**config.mk**
```make
export PLATFORM = sky130hd
export DESIGN_NAME = start_conditioner
export DESIGN_NICKNAME = d
export VERILOG_FILES = /design/src/rtl/start_conditioner_pkg.sv /design/src/rtl/sync_2ff.sv /design/src/rtl/start_conditioner.sv
export SDC_FILE = /design/constraint.sdc
export NUM_CORES = 1
export LEC_CHECK = 0
export BUFFER_PORTS_ARGS = -buffer_cell sky130_fd_sc_hd__buf_2
export CORE_AREA = 2 2 39 41
export CTS_BUF_LIST = sky130_fd_sc_hd__clkbuf_8
export DETAILED_ROUTE_END_ITERATION = 16
export DIE_AREA = 0 0 41 43
export PLACE_DENSITY_LB_ADDON = 0.08
export SLEW_MARGIN = 20
export SYNTH_ARGS = -nofsm -noshare
export SYNTH_HDL_FRONTEND = slang
export SYNTH_SLANG_ARGS = --single-unit
```
**constraint.sdc**
```tcl
create_clock -name clk -period 1.55 [get_ports clk]
set_clock_uncertainty 0.15 [all_clocks]
set_input_delay 0.155 -clock clk [delete_from_list [all_inputs] [get_ports clk]]
set_output_delay 0.155 -clock clk [all_outputs]
set_load 0.01 [all_outputs]
```
**src/rtl/start_conditioner_pkg.sv**
```systemverilog
// start_conditioner_pkg
//   Shared definitions for the start-request conditioner: FSM state
//   encoding (3-bit, S_IDLE=0 .. S_DB_REL=4) and the default debounce
//   window and counter width.
package start_conditioner_pkg;

    localparam int unsigned DB_CYCLES_DEFAULT = 500000;
    localparam int unsigned CNT_W_DEFAULT     = 19;

    typedef enum logic [2:0] {
        S_IDLE     = 3'd0,
        S_DB_PRESS = 3'd1,
        S_FIRE     = 3'd2,
        S_BUSY     = 3'd3,
        S_DB_REL   = 3'd4
    } state_t;

endpackage

```
**src/rtl/sync_2ff.sv**
```systemverilog
// sync_2ff
//   Two-flop synchronizer for signals asynchronous to clk. Reusable for
//   any external input; both stages reset to 0.
// Ports:
//   clk   - destination clock
//   reset - asynchronous active-high reset
//   d     - asynchronous input
//   q     - synchronized output (two clk edges of latency)
module sync_2ff #(
    parameter int unsigned WIDTH = 1
) (
    input  logic             clk,
    input  logic             reset,
    input  logic [WIDTH-1:0] d,
    output logic [WIDTH-1:0] q
);

    logic [WIDTH-1:0] meta_q, meta_d;
    logic [WIDTH-1:0] sync_q, sync_d;

    always_comb begin
        meta_d = d;
        sync_d = meta_q;
    end

    always_ff @(posedge clk or posedge reset) begin
        if (reset) begin
            meta_q <= '0;
            sync_q <= '0;
        end else begin
            meta_q <= meta_d;
            sync_q <= sync_d;
        end
    end

    assign q = sync_q;

endmodule

```
**src/rtl/start_conditioner.sv**
```systemverilog
// start_conditioner
//   Turns a raw bouncing push-button into a single-cycle start pulse for
//   the control unit, locks out further requests until the control unit
//   reports completion and the button has been released and debounced,
//   and counts issued start pulses.
//
//   Build option START_DEBOUNCE_EN:
//     defined   - press/release must be stable for DB_CYCLES cycles.
//     undefined - no debounce counter; one stable cycle suffices
//                 (fast simulation). DB_CYCLES/CNT_W are then unused.
//
// Ports:
//   clk     - system clock, rising edge
//   reset   - asynchronous active-high reset
//   btn     - raw push-button, asynchronous, active-high
//   fin     - completion flag from the control unit (honoured only in S_BUSY)
//   xs      - start pulse, exactly one cycle wide
//   busy    - high while a started operation has not reported fin
//   req_cnt - number of xs pulses issued, wraps 255 -> 0
module start_conditioner
    import start_conditioner_pkg::*;
#(
    parameter int unsigned DB_CYCLES = DB_CYCLES_DEFAULT,
    parameter int unsigned CNT_W     = CNT_W_DEFAULT
) (
    input  logic       clk,
    input  logic       reset,
    input  logic       btn,
    input  logic       fin,
    output logic       xs,
    output logic       busy,
    output logic [7:0] req_cnt
);

    // Named block only appears in the elaborated hierarchy when the
    // counter is too narrow for the window or the window is empty.
    if (DB_CYCLES < 1 || (CNT_W < 32 && (64'd1 << CNT_W) < 64'(DB_CYCLES))) begin : g_cfg_bad
    end

    logic btn_s;

    sync_2ff #(.WIDTH(1)) u_sync (
        .clk   (clk),
        .reset (reset),
        .d     (btn),
        .q     (btn_s)
    );

    state_t     state_q, state_d;
    logic [7:0] req_cnt_q, req_cnt_d;
    logic       win_done;

`ifdef START_DEBOUNCE_EN
    localparam logic [CNT_W-1:0] CNT_LAST = CNT_W'(DB_CYCLES - 1);

    logic [CNT_W-1:0] cnt_q, cnt_d;

    // cnt counts consecutive qualifying cycles in the two debounce states
    // (btn_s high while pressing, low while releasing); any other state or
    // a wrong-level sample clears it, so a glitch restarts the window.
    always_comb begin
        cnt_d = '0;
        if ((state_q == S_DB_PRESS && btn_s) || (state_q == S_DB_REL && !btn_s))
            cnt_d = cnt_q + 1'b1;
    end

    always_ff @(posedge clk or posedge reset) begin
        if (reset) cnt_q <= '0;
        else       cnt_q <= cnt_d;
    end

    assign win_done = (cnt_q == CNT_LAST);
`else
    assign win_done = 1'b1;
`endif

    always_comb begin
        state_d   = state_q;
        req_cnt_d = req_cnt_q;
        case (state_q)
            S_IDLE:     if (btn_s) state_d = S_DB_PRESS;
            S_DB_PRESS: begin
                if (!btn_s)        state_d = S_IDLE;
                else if (win_done) state_d = S_FIRE;
            end
            S_FIRE: begin
                state_d   = S_BUSY;
                req_cnt_d = req_cnt_q + 8'd1;
            end
            S_BUSY:     if (fin) state_d = S_DB_REL;
            S_DB_REL:   if (!btn_s && win_done) state_d = S_IDLE;
            default:    state_d = S_IDLE;
        endcase
    end

    always_ff @(posedge clk or posedge reset) begin
        if (reset) begin
            state_q   <= S_IDLE;
            req_cnt_q <= 8'd0;
        end else begin
            state_q   <= state_d;
            req_cnt_q <= req_cnt_d;
        end
    end

    // Moore outputs straight from the state register.
    assign xs      = (state_q == S_FIRE);
    assign busy    = (state_q == S_BUSY);
    assign req_cnt = req_cnt_q;

endmodule
```
==> results of run 1 <==
[metrics by stage]
stage / util (%) / total power (uW) / cell area, um2
after CTS: 50.63 / 1295 / 700.7
after global placement: 44.85 / 960.4 / 620.6
after global routing: 50.63 / 1399 / 700.7
final: 50.63 / 1276 / 700.7
after detailed placement: 44.85 / 964.5 / 620.6
after floorplan: - / 817.9 / 535.5
[metal layers]
metal  wire, um  global-route usage, %  up-vias
met2        434                  17.19       13
met3         57                  4.712        0
met4          0                  10.00        0
met5          0                      0        -
li1           -                      -      188
met1        425                  21.72      176
[sequential cells by signal (all words and copies together), names as in the netlist]
name and flops:
req_cnt 8, u_sync.meta_q 1, u_sync.q 1, state_q 3
[power by group]
| group | leakage [uW] | switching (uW) | internal (uW) | total (uW) |
|---|---|---|---|---|
| combinational | 0.000159 | 204 | 224 | 428 |
| sequential | 0.000165 | 121 | 443 | 563 |
| clock | 0.0000269 | 110 | 174 | 285 |
| total | 0.000351 | 435 | 841 | 1280 |
[final cells by class]
class | count | share of cell area (%)
Tap cell | 16 | 2.857
Clock inverter | 1 | 0.5357
Sequential cell | 13 | 46.43
Clock buffer | 3 | 5.893
Inverter | 2 | 1.071
Multi-Input combinational cell | 28 | 28.93
Timing Repair Buffer | 17 | 14.29
[worst paths after layout]
check | start | endpoint | slack (ps)
max in group asynchronous | reset | state_q[1] | 600
worst min register to register | u_sync.meta_q | u_sync.q | 200
worst max register to register | state_q[2] | req_cnt[1] | 120
min in group asynchronous | reset | req_cnt[2] | 320
worst max-delay path | state_q[2] | busy | 110
worst min-delay path | fin | state_q[2] | 80
[worst register-to-register path, delay by kind of cell (launching register included)]
| kind | cells | cell delay, ps |
|---|---|---|
| muxes | 1 | 330 |
| DFF | 1 | 440 |
| buffers and inverters | 1 | 180 |
| and+or+nand+nor | 1 | 220 |
[cells by family after synthesis]
kind of cell    synth area share (%)
simple gates                   19.16
fa+ha+maj                      2.336
xor+xnor                       11.45
mux                            2.103
flops                          60.75
compound gates                 2.803
buf+inv                        1.402
[repair_timing]
item,4_1_cts,5_1_grt
hold buffers,2,0
endpoints found under the setup margin,1,0
hold endpoints to repair,14,0
buffers inserted,2,0
[cell usage in the layout, fill, tap and decap left out, drive strengths merged]
cell,n
inv,3
a21oi,2
nand4b,1
xor2,1
and3,2
buf,15
o21ai,1
clkbuf,3
dfrtp,13
or2b,1
nand3b,1
nand2,5
ha,1
xnor2,6
dlygate4sd3,2
nand4,4
mux2,1
nor2,1
nor3b,1
==> impl_results.md, run 1 <==
- Vias per std cell: 4.713
- Die area: 1763 um2
- DP Worst Slack: 76.51 ps
- Area Overhead vs Synth: 30.84%
- Syn Area/Cell: 12.45 um2
- Worst path depth: 3
- Primary FF master, synth: dfrtp_1
- Status: finished clean
- Core area: 1384 um2
- Post-synthesis sequential area ratio: 60.75%
- Clock buffer depth: 2
- Top cells by count, synth: 13 x dfrtp_1, 6 x xnor2_1, 5 x nand2_1, 4 x nand4_1
- GRT Overall Usage: 14.56%
- Crit path max-delay family: flip-flops
- Total grt overflow: 0
- Layout cell share with drive strength beyond 1: 31.25%
- Initial antenna violation count: 0
- Yosys warns: 0
- Final worst path period need: 1440 ps
- Post-DP HPWL: 661.5 um
- Cell Rows: 14
- Wire per inst: 11.46 um
- First-pass GRT wire length: 1.642 mm
- CP endpoint kind: output pin
- Synth unique cells: 16
- Syn Inst Count: 43
- Top cell type's share of synthesized area: 60.75%
- Crit-path cells: or2b_1 > nor2_1 > buf_2
- WL final: 917 um
- Worst Hold Class: primary input to flop
- Hold Worst Slack: 75.87 ps
- DRT antenna net count: 0
- GPL Wtd Cong: 0.6836
- Nets: 70
- Setup TNS: 0 ps
- Fin. Hold Viols: 0
- Power Density: 1820 nW/um2
- Synthesized area: 535.5 um2
- Crit path largest cell delay: 440 ps
- WHS Path Cells: 3
- Register area: 325.3 um2
- Area leader, netlist: dfrtp_1
- Vias in the first global route: 378
- RSZ-0062 raised after global routing: false
- Reg clk slew, reported paths: 50 ps
- PortBufs: 13
- Final Slew Violations: 0
- Crit path max-delay cell type: dfrtp_1
- Synth top area cells: dfrtp_1 61%, xnor2_1 9.8%, nand4_1 4.7%
- Worst-Skew Late Latency: 240 ps
- Clk root buf: clkbuf_8
- Arrival @ worst endpoint: 1130 ps
- Final Instance Count excl. Fillers: 80
- Total CTS buffers: 3
- H-Tree Depth: 1
- Largest net degree at the start of global routing: 14
- CP Launch Type: flop
- Count leader, synth: dfrtp_1
- Final setup margin: 110.0 ps
- Die H: 43 um
- CTS tree: done
- Vias: 377
- Kind of critical path: flop to output pin
- Setup violators final: 0
- Max-slew headroom: 67.98%
- Number of diodes: 0
- Worst-case vdd ir drop: 0.7547 mV
- Final Cycle Share: 92.90%
- Post_cts resized: 0
- DRC Markers: 0
- Syn nets: 48
- Worst EP required: 1240 ps
- Fmax: 0.6945 GHz
- I/O pins: 14
- Clock sinks: 13
- Post-synthesis register bit count: 13
- Worst r2r path cells: 3
- Multi-input logic area: 202.7 um2
- Filler cells: 131
- Dpl cells: 72
- CP Buf/Inv Count: 1
- Measured slew at the worst slew-check pin: 479.8 ps
- Starting density of the core: 38.70%
- First-pass DRT Iterations: 4
- Max FO, Critical Path: 5
- Max cap viols: 0
- Iter 0 DRT Violations: 6
- Fraction of registers with async set/reset: 100.0%
- Die width: 41 um
- EDFF count, synth: 0
- Leak: 0.0003507 uW
No activity file was read; power rests on OpenSTA's default activity.
==> run 2: changes to the inputs <==
Settings changed: ABC_AREA set to 1.
==> run 2 against run 1 <==
  * Combinational power rose by 4.9%
  * Global-route usage grew 0.57 points
  * Count of clock-buffer cells in the layout is the same
  * Largest power group unchanged
  * Highest routed layer unchanged
==> impl_results.md, run 2 <==
- Worst EP required: 1240 ps (about the same)
- I/O pins: 14 (unchanged)
- Synth unique cells: 17 (was 16)
- RSZ-0062 raised after global routing: false (unchanged)
- Total grt overflow: 0 (unchanged)
- Placed cell areas: 703.2 um2 (was 620.6 um2)
- Top cell type's share of synthesized area: 52.63% (was 60.75%)
- Wire per inst: 10.79 um (was 11.46 um)
- H-Tree Depth: 1 (unchanged)
- Largest net degree at the start of global routing: 14 (unchanged)
- Vias per std cell: 4.615 (was 4.713)
- Post-DP HPWL: 851.2 um (was 661.5 um)
- Measured slew at the worst slew-check pin: 496.7 ps (was 479.8 ps)
- Number of diodes: 0 (unchanged)
- Top cells by count, synth: 20 x nand2_1, 13 x dfrtp_1, 8 x inv_1, 7 x nand3_1 (was 13 x dfrtp_1, 6 x xnor2_1, 5 x nand2_1, 4 x nand4_1)
- Clock sinks: 13 (unchanged)
- PortBufs: 13 (unchanged)
- Postcts setup bufs: 0 (was 2)
- Worst-Skew Late Latency: 240 ps (about the same)
- Primary FF master, synth: dfrtp_1 (unchanged)
- Worst r2r src: state_q[2] (unchanged)
- R2r endpoint: req_cnt[7] (was req_cnt[1])
- EDFF count, synth: 0 (unchanged)
- Iter 0 DRT Violations: 7 (was 6)
- Filler cells: 141 (was 131)
- Finished Core Util: 55.52% (was 50.63%)
- Nets: 94 (was 70)
- Total CTS buffers: 3 (unchanged)
- Final Cycle Share: 93.39% (was 92.90%)
- Post-synthesis register bit count: 13 (unchanged)
- Syn Area/Cell: 8.958 um2 (was 12.45 um2)
- Syn Inst Count: 69 (was 43)
- DRT antenna net count: 0 (unchanged)
- Fin. Hold Viols: 0 (unchanged)
- Reg2reg setup slack: 280 ps (was 120 ps)
- Fraction of registers with async set/reset: 100.0% (unchanged)
- Final Slew Violations: 0 (unchanged)
- CP endpoint kind: output pin (unchanged)
- Vias: 480 (was 377)
- Synthesized area: 618.1 um2 (was 535.5 um2)
- CP Launch Type: flop (unchanged)
- Area Overhead vs Synth: 24.29% (was 30.84%)
- First-pass GRT wire length: 1.759 mm (was 1.642 mm)
- First-pass DRT Iterations: 4 (unchanged)
- DP Worst Slack: 271.9 ps (was 76.51 ps)
- Cell Rows: 14 (unchanged)
- Commonest non-fill, non-tap cells in the layout: 20 x nand2_1, 13 x buf_2, 13 x dfrtp_1 (was 13 x buf_2, 13 x dfrtp_1, 6 x xnor2_1)
- Hold-fix buffers, CTS: 2 (unchanged)
- Max cap viols: 0 (unchanged)
- Area leader, netlist: dfrtp_1 (unchanged)
- WHS Path Cells: 3 (unchanged)
- Reg clk slew, reported paths: 60 ps (was 50 ps)
- CP Buf/Inv Count: 2 (was 1)
- Setup TNS: 0 ps (unchanged)
- Leading cell type in the layout, fill and taps excluded: nand2_1
- Kind of critical path: flop to output pin (unchanged)
- Arrival @ worst endpoint: 1140 ps (was 1130 ps)
- Max FO, Critical Path: 4 (was 5)
- Layout cell share with drive strength beyond 1: 26.14% (was 31.25%)
- Count leader, synth: nand2_1 (was dfrtp_1)
- Post_cts resized: 0 (unchanged)
- Largest register FFs: 8 (unchanged)
- WHS Endpoint: state_q[2] (unchanged)
- Starting density of the core: 44.67% (was 38.70%)
- Crit-path cells: inv_1 > nand2_1 > nor2_2 > buf_2 (was or2b_1 > nor2_1 > buf_2)
- Status: finished clean (unchanged)
- Worst-case vdd ir drop: 0.7252 mV (was 0.7547 mV)
- Worst r2r path cells: 6 (was 3)
- Die area: 1763 um2 (unchanged)
- Synth top area cells: dfrtp_1 53%, nand2_1 12%, nand3_1 5.7% (was dfrtp_1 61%, xnor2_1 9.8%, nand4_1 4.7%)
- Max-slew headroom: 66.85% (was 67.98%)
- CTS tree: done (unchanged)
- Core area: 1384 um2 (unchanged)
- Power Density: 1687 nW/um2 (was 1820 nW/um2)
- Yosys warns: 0 (unchanged)
- Post-synthesis sequential area ratio: 52.63% (was 60.75%)
- Die width: 41 um (unchanged)
- GPL Wtd Cong: 0.7662 (was 0.6836)
- Min-delay src: fin (unchanged)
- Final setup margin: 102.5 ps (was 110.0 ps)
- Leak: 0.0004094 uW (was 0.0003507 uW)
- Final worst path period need: 1447 ps (was 1440 ps)
- Vias in the first global route: 413 (was 378)
- Worst Hold Class: primary input to flop (unchanged)
- Clock buffer depth: 2 (unchanged)
- Die H: 43 um (unchanged)
- Syn nets: 74 (was 48)
- Crit path largest cell delay: 390 ps (was 440 ps)
- Clk root buf: clkbuf_8 (unchanged)
- Initial antenna violation count: 0 (unchanged)
- Final Cell Area: 768.2 um2 (was 700.7 um2)
- DRC Markers: 0 (unchanged)
- Crit path max-delay cell type: dfrtp_1 (unchanged)
- WL final: 1.122 mm (was 917 um)
- Setup violators final: 0 (unchanged)
- Fmax: 0.6909 GHz (was 0.6945 GHz)
- Crit path max-delay family: flip-flops (unchanged)
- GRT Overall Usage: 15.13% (was 14.56%)
## run 2: cell count changes after synthesis, moves of 3 or more
cell | previous run | this run
nand2_1 | 5 | 20
nand3_1 | 0 | 7
nor2_2 | 0 | 3
inv_1 | 2 | 8
xnor2_1 | 6 | 2
## run 2: final cells by class
cell class	count	area (um2)	area share, %
flip-flops and latches	13	325.3	42.35
multi-input cells	47	259.0	33.71
repair buffers	15	85.08	11.07
clock buffers	3	41.29	5.375
inverters	9	33.78	4.397
well taps	16	20.02	2.606
clock inverters	1	3.754	0.4886
## run 2: worst max path at each step
stage | slack, ps | cells after the start | start | to
finish | 100 | 4 | state_q[0] | xs
global route | 30 | 4 | state_q[0] | xs
CTS | 90 | 4 | state_q[0] | xs
detailed placement | 270 | 6 | state_q[2] | req_cnt[7]
global placement | 290 | 6 | state_q[2] | req_cnt[7]
floorplan | 330 | 6 | state_q[0] | req_cnt[6]
## run 2: stage by stage
step	hold slack (ps)	power [uW]	std cells
2_1_floorplan	-118.0	858.8	69
3_3_place_gp	60.63	1002	98
3_5_place_dp	61.39	1011	98
4_1_cts	34.11	1307	104
5_1_grt	73.36	1385	104
6_report	25.98	1296	104
## run 2: kinds of logic (layout without fill, tap and decap cells)
| family | count (synthesis) | count (layout) | share of synthesized area [%] |
|---|---|---|---|
| buffers and inverters | 9 | 28 | 5.465 |
| adder cells (fa/ha/maj) | 1 | 1 | 2.024 |
| XOR/XNOR | 4 | 4 | 5.669 |
| flip-flops | 13 | 13 | 52.63 |
| AO/OA/AOI/OAI | 1 | 1 | 0.8089 |
| AND/OR/NAND/NOR | 41 | 41 | 33.40 |
## run 2: power breakdown
group          switching (uW)  internal, uW
Combinational             264           185
Clock                     120           175
Sequential                117           435
Total                     502           795
## run 2: layer usage
| layer | share of wire, % | GRT usage, % | vias to the layer above |
|---|---|---|---|
| li1 | - | - | 254 |
| met1 | 48 | 20.48 | 211 |
| met2 | 46 | 22.81 | 15 |
| met3 | 5.5 | 3.141 | 0 |
| met4 | 0 | 6.000 | 0 |
| met5 | 0 | 0 | - |
## run 2: tightest hold or removal path: cells and delay by family
kind,cells,cell delay (ps)
compound gates,1,70
buf+inv,1,90
simple gates,1,60
==> run 3: changes to the inputs <==
Settings changed: CORE_AREA 2 2 39 41 to unset, CORE_UTILIZATION set to 47, DIE_AREA 0 0 41 43 to unset, GPL_ROUTABILITY_DRIVEN set to 1.
==> run 3 against run 2 <==
  * Critical path depth stayed put
  * Critical path type unchanged
  * Clock power barely moved
  * First-iteration DRC count is 14% higher
  * Highest routed layer is now met4
  * Largest cell class unchanged
==> impl_results.md, run 3 (synthesis results as in run 2) <==
- Largest register FFs: 8 (unchanged)
- Die area: 1464 um2 (was 1763 um2)
- Post-DP HPWL: 871.5 um (was 851.2 um)
- Clock buffer depth: 2 (unchanged)
- Initial antenna violation count: 0 (unchanged)
- CP Launch Type: flop (unchanged)
- First-pass DRT Iterations: 4 (unchanged)
- Total grt overflow: 0 (unchanged)
- CP endpoint kind: output pin (unchanged)
- Dpl cells: 96 (was 98)
- Measured slew at the worst slew-check pin: 481.4 ps (was 496.7 ps)
- Area Overhead vs Synth: 24.70% (was 24.29%)
- Worst Hold Class: primary input to flop (unchanged)
- Crit path max-delay cell type: dfrtp_1 (unchanged)
- Reg clk slew, reported paths: 50 ps (was 60 ps)
- Final worst path period need: 1478 ps (was 1447 ps)
- DRC Markers: 0 (unchanged)
- Layout cell share with drive strength beyond 1: 26.14% (unchanged)
- Commonest non-fill, non-tap cells in the layout: 20 x nand2_1, 13 x buf_2, 13 x dfrtp_1 (unchanged)
- Crit path largest cell delay: 380 ps (was 390 ps)
- Number of diodes: 0 (unchanged)
- H-Tree Depth: 1 (unchanged)
- Nets: 94 (unchanged)
- Max cap viols: 0 (unchanged)
- Status: finished clean (unchanged)
- Starting density of the core: 52.78% (was 44.67%)
- Arrival @ worst endpoint: 1170 ps (was 1140 ps)
- Final Slew Violations: 0 (unchanged)
- Power Density: 1701 nW/um2 (was 1687 nW/um2)
- Vias in the first global route: 469 (was 413)
- Crit-path cells: inv_1 > nand2_1 > nor2_4 > buf_2 (was inv_1 > nand2_1 > nor2_2 > buf_2)
- Total CTS buffers: 3 (unchanged)
- Final total power: 1311 uW (was 1296 uW)
- Final setup margin: 71.51 ps (was 102.5 ps)
- Worst-Skew Late Latency: 240 ps (about the same)
- Largest net degree at the start of global routing: 14 (unchanged)
- WL met3: 28 um (was 62 um)
- Max FO, Critical Path: 4 (unchanged)
- Cell Rows: 12 (was 14)
- WL final: 1.185 mm (was 1.122 mm)
- DP Worst Slack: 261.0 ps (was 271.9 ps)
- Core area: 1171 um2 (was 1384 um2)
- Clock sinks: 13 (unchanged)
- GRT Overall Usage: 20.27% (was 15.13%)
- Routed met2 length: 579 um (was 520 um)
- Leak: 0.0004100 uW (was 0.0004094 uW)
- Top layer in use: met4 (was met3)
- WL met1: 565 um (was 539 um)
- Vias per std cell: 4.853 (was 4.615)
- Worst-case vdd ir drop: 1.075 mV (was 0.7252 mV)
- Fin. Hold Viols: 0 (unchanged)
- Iter 0 DRT Violations: 8 (was 7)
- Final Instance Count excl. Fillers: 102 (was 104)
- Max-slew headroom: 67.87% (was 66.85%)
- Leading cell type in the layout, fill and taps excluded: nand2_1 (unchanged)
- Setup violators final: 0 (unchanged)
- Final Cycle Share: 95.39% (was 93.39%)
- Worst EP required: 1240 ps (about the same)
- Die H: 38.27 um (was 43 um)
- Kind of critical path: flop to output pin (unchanged)
- PortBufs: 13 (unchanged)
- GPL Wtd Cong: 0.7352 (was 0.7662)
- First-pass GRT wire length: 1.932 mm (was 1.759 mm)
- I/O pins: 14 (unchanged)
- Postcts setup bufs: 0 (unchanged)
- CTS tree: done (unchanged)
- Clk root buf: clkbuf_8 (unchanged)
- Fmax: 0.6764 GHz (was 0.6909 GHz)
- Vias: 495 (was 480)
- Die width: 38.27 um (was 41 um)
- DRT antenna net count: 0 (unchanged)
- Wire per inst: 11.62 um (was 10.79 um)
==> run 3: cell count changes in the layout (fill, tap and decap cells not counted) <==
cell	delta
nor2_2	-1
nor2_4	+1
==> run 3: worst paths after layout <==
kind | end | slack (ps) | from | cells past startpoint
max | xs | 70 | state_q[0] | 4
min | state_q[2] | 40 | fin | 3
max reg2reg | req_cnt[7] | 250 | state_q[2] | 6
min reg2reg | u_sync.q | 210 | u_sync.meta_q | 0
max in group asynchronous | state_q[2] | 600 | reset | 3
min in group asynchronous | req_cnt[2] | 330 | reset | 3
==> run 3: metrics by stage <==
step                instance area [um2]  TNS [ps]  hold WS, ps  utilization, %
floorplan                         618.1         0       -118.0               -
global placement                  700.7         0        44.16           59.83
detailed placement                700.7         0        50.73           59.83
CTS                               765.7         0        42.78           65.38
global route                      770.7    -3.851        53.57           65.81
finish                            770.7         0        37.15           65.81
==> run 3: critical path: cells and delay by family (launching register included) <==
kind          cells  cell delay (ps)
simple gates      2              250
buf+inv           2              300
flops             1              380
==> run 3: area by class of cell <==
type	count	area, um2
timing repair buffer	15	85.08
clock buffer	3	41.29
sequential	13	325.3
tap	14	17.52
inverter	9	33.78
multi-input combinational	47	264.0
fill	105	400.4
clock inverter	1	3.754
==> run 3: report_power, final <==
group	switching [uW]	internal (uW)	leakage, uW	total (uW)
sequential	120	435	0.000166	555
clock	119	175	0.0000269	293
combinational	273	190	0.000217	463
==> run 3: per-layer routing <==
| metal | vias up | GRT usage [%] |
|---|---|---|
| met5 | - | 0 |
| met2 | 10 | 30.93 |
| met3 | 2 | 3.488 |
| li1 | 254 | - |
| met1 | 229 | 26.14 |
| met4 | 0 | 13.39 |
==> run 3: what timing repair did <==
| action | CTS | global route |
|---|---|---|
| endpoints found under the setup margin | 0 | 1 |
| hold buffers | 2 | 0 |
| hold endpoints to repair | 14 | 0 |
| gates resized for setup | 0 | 1 |
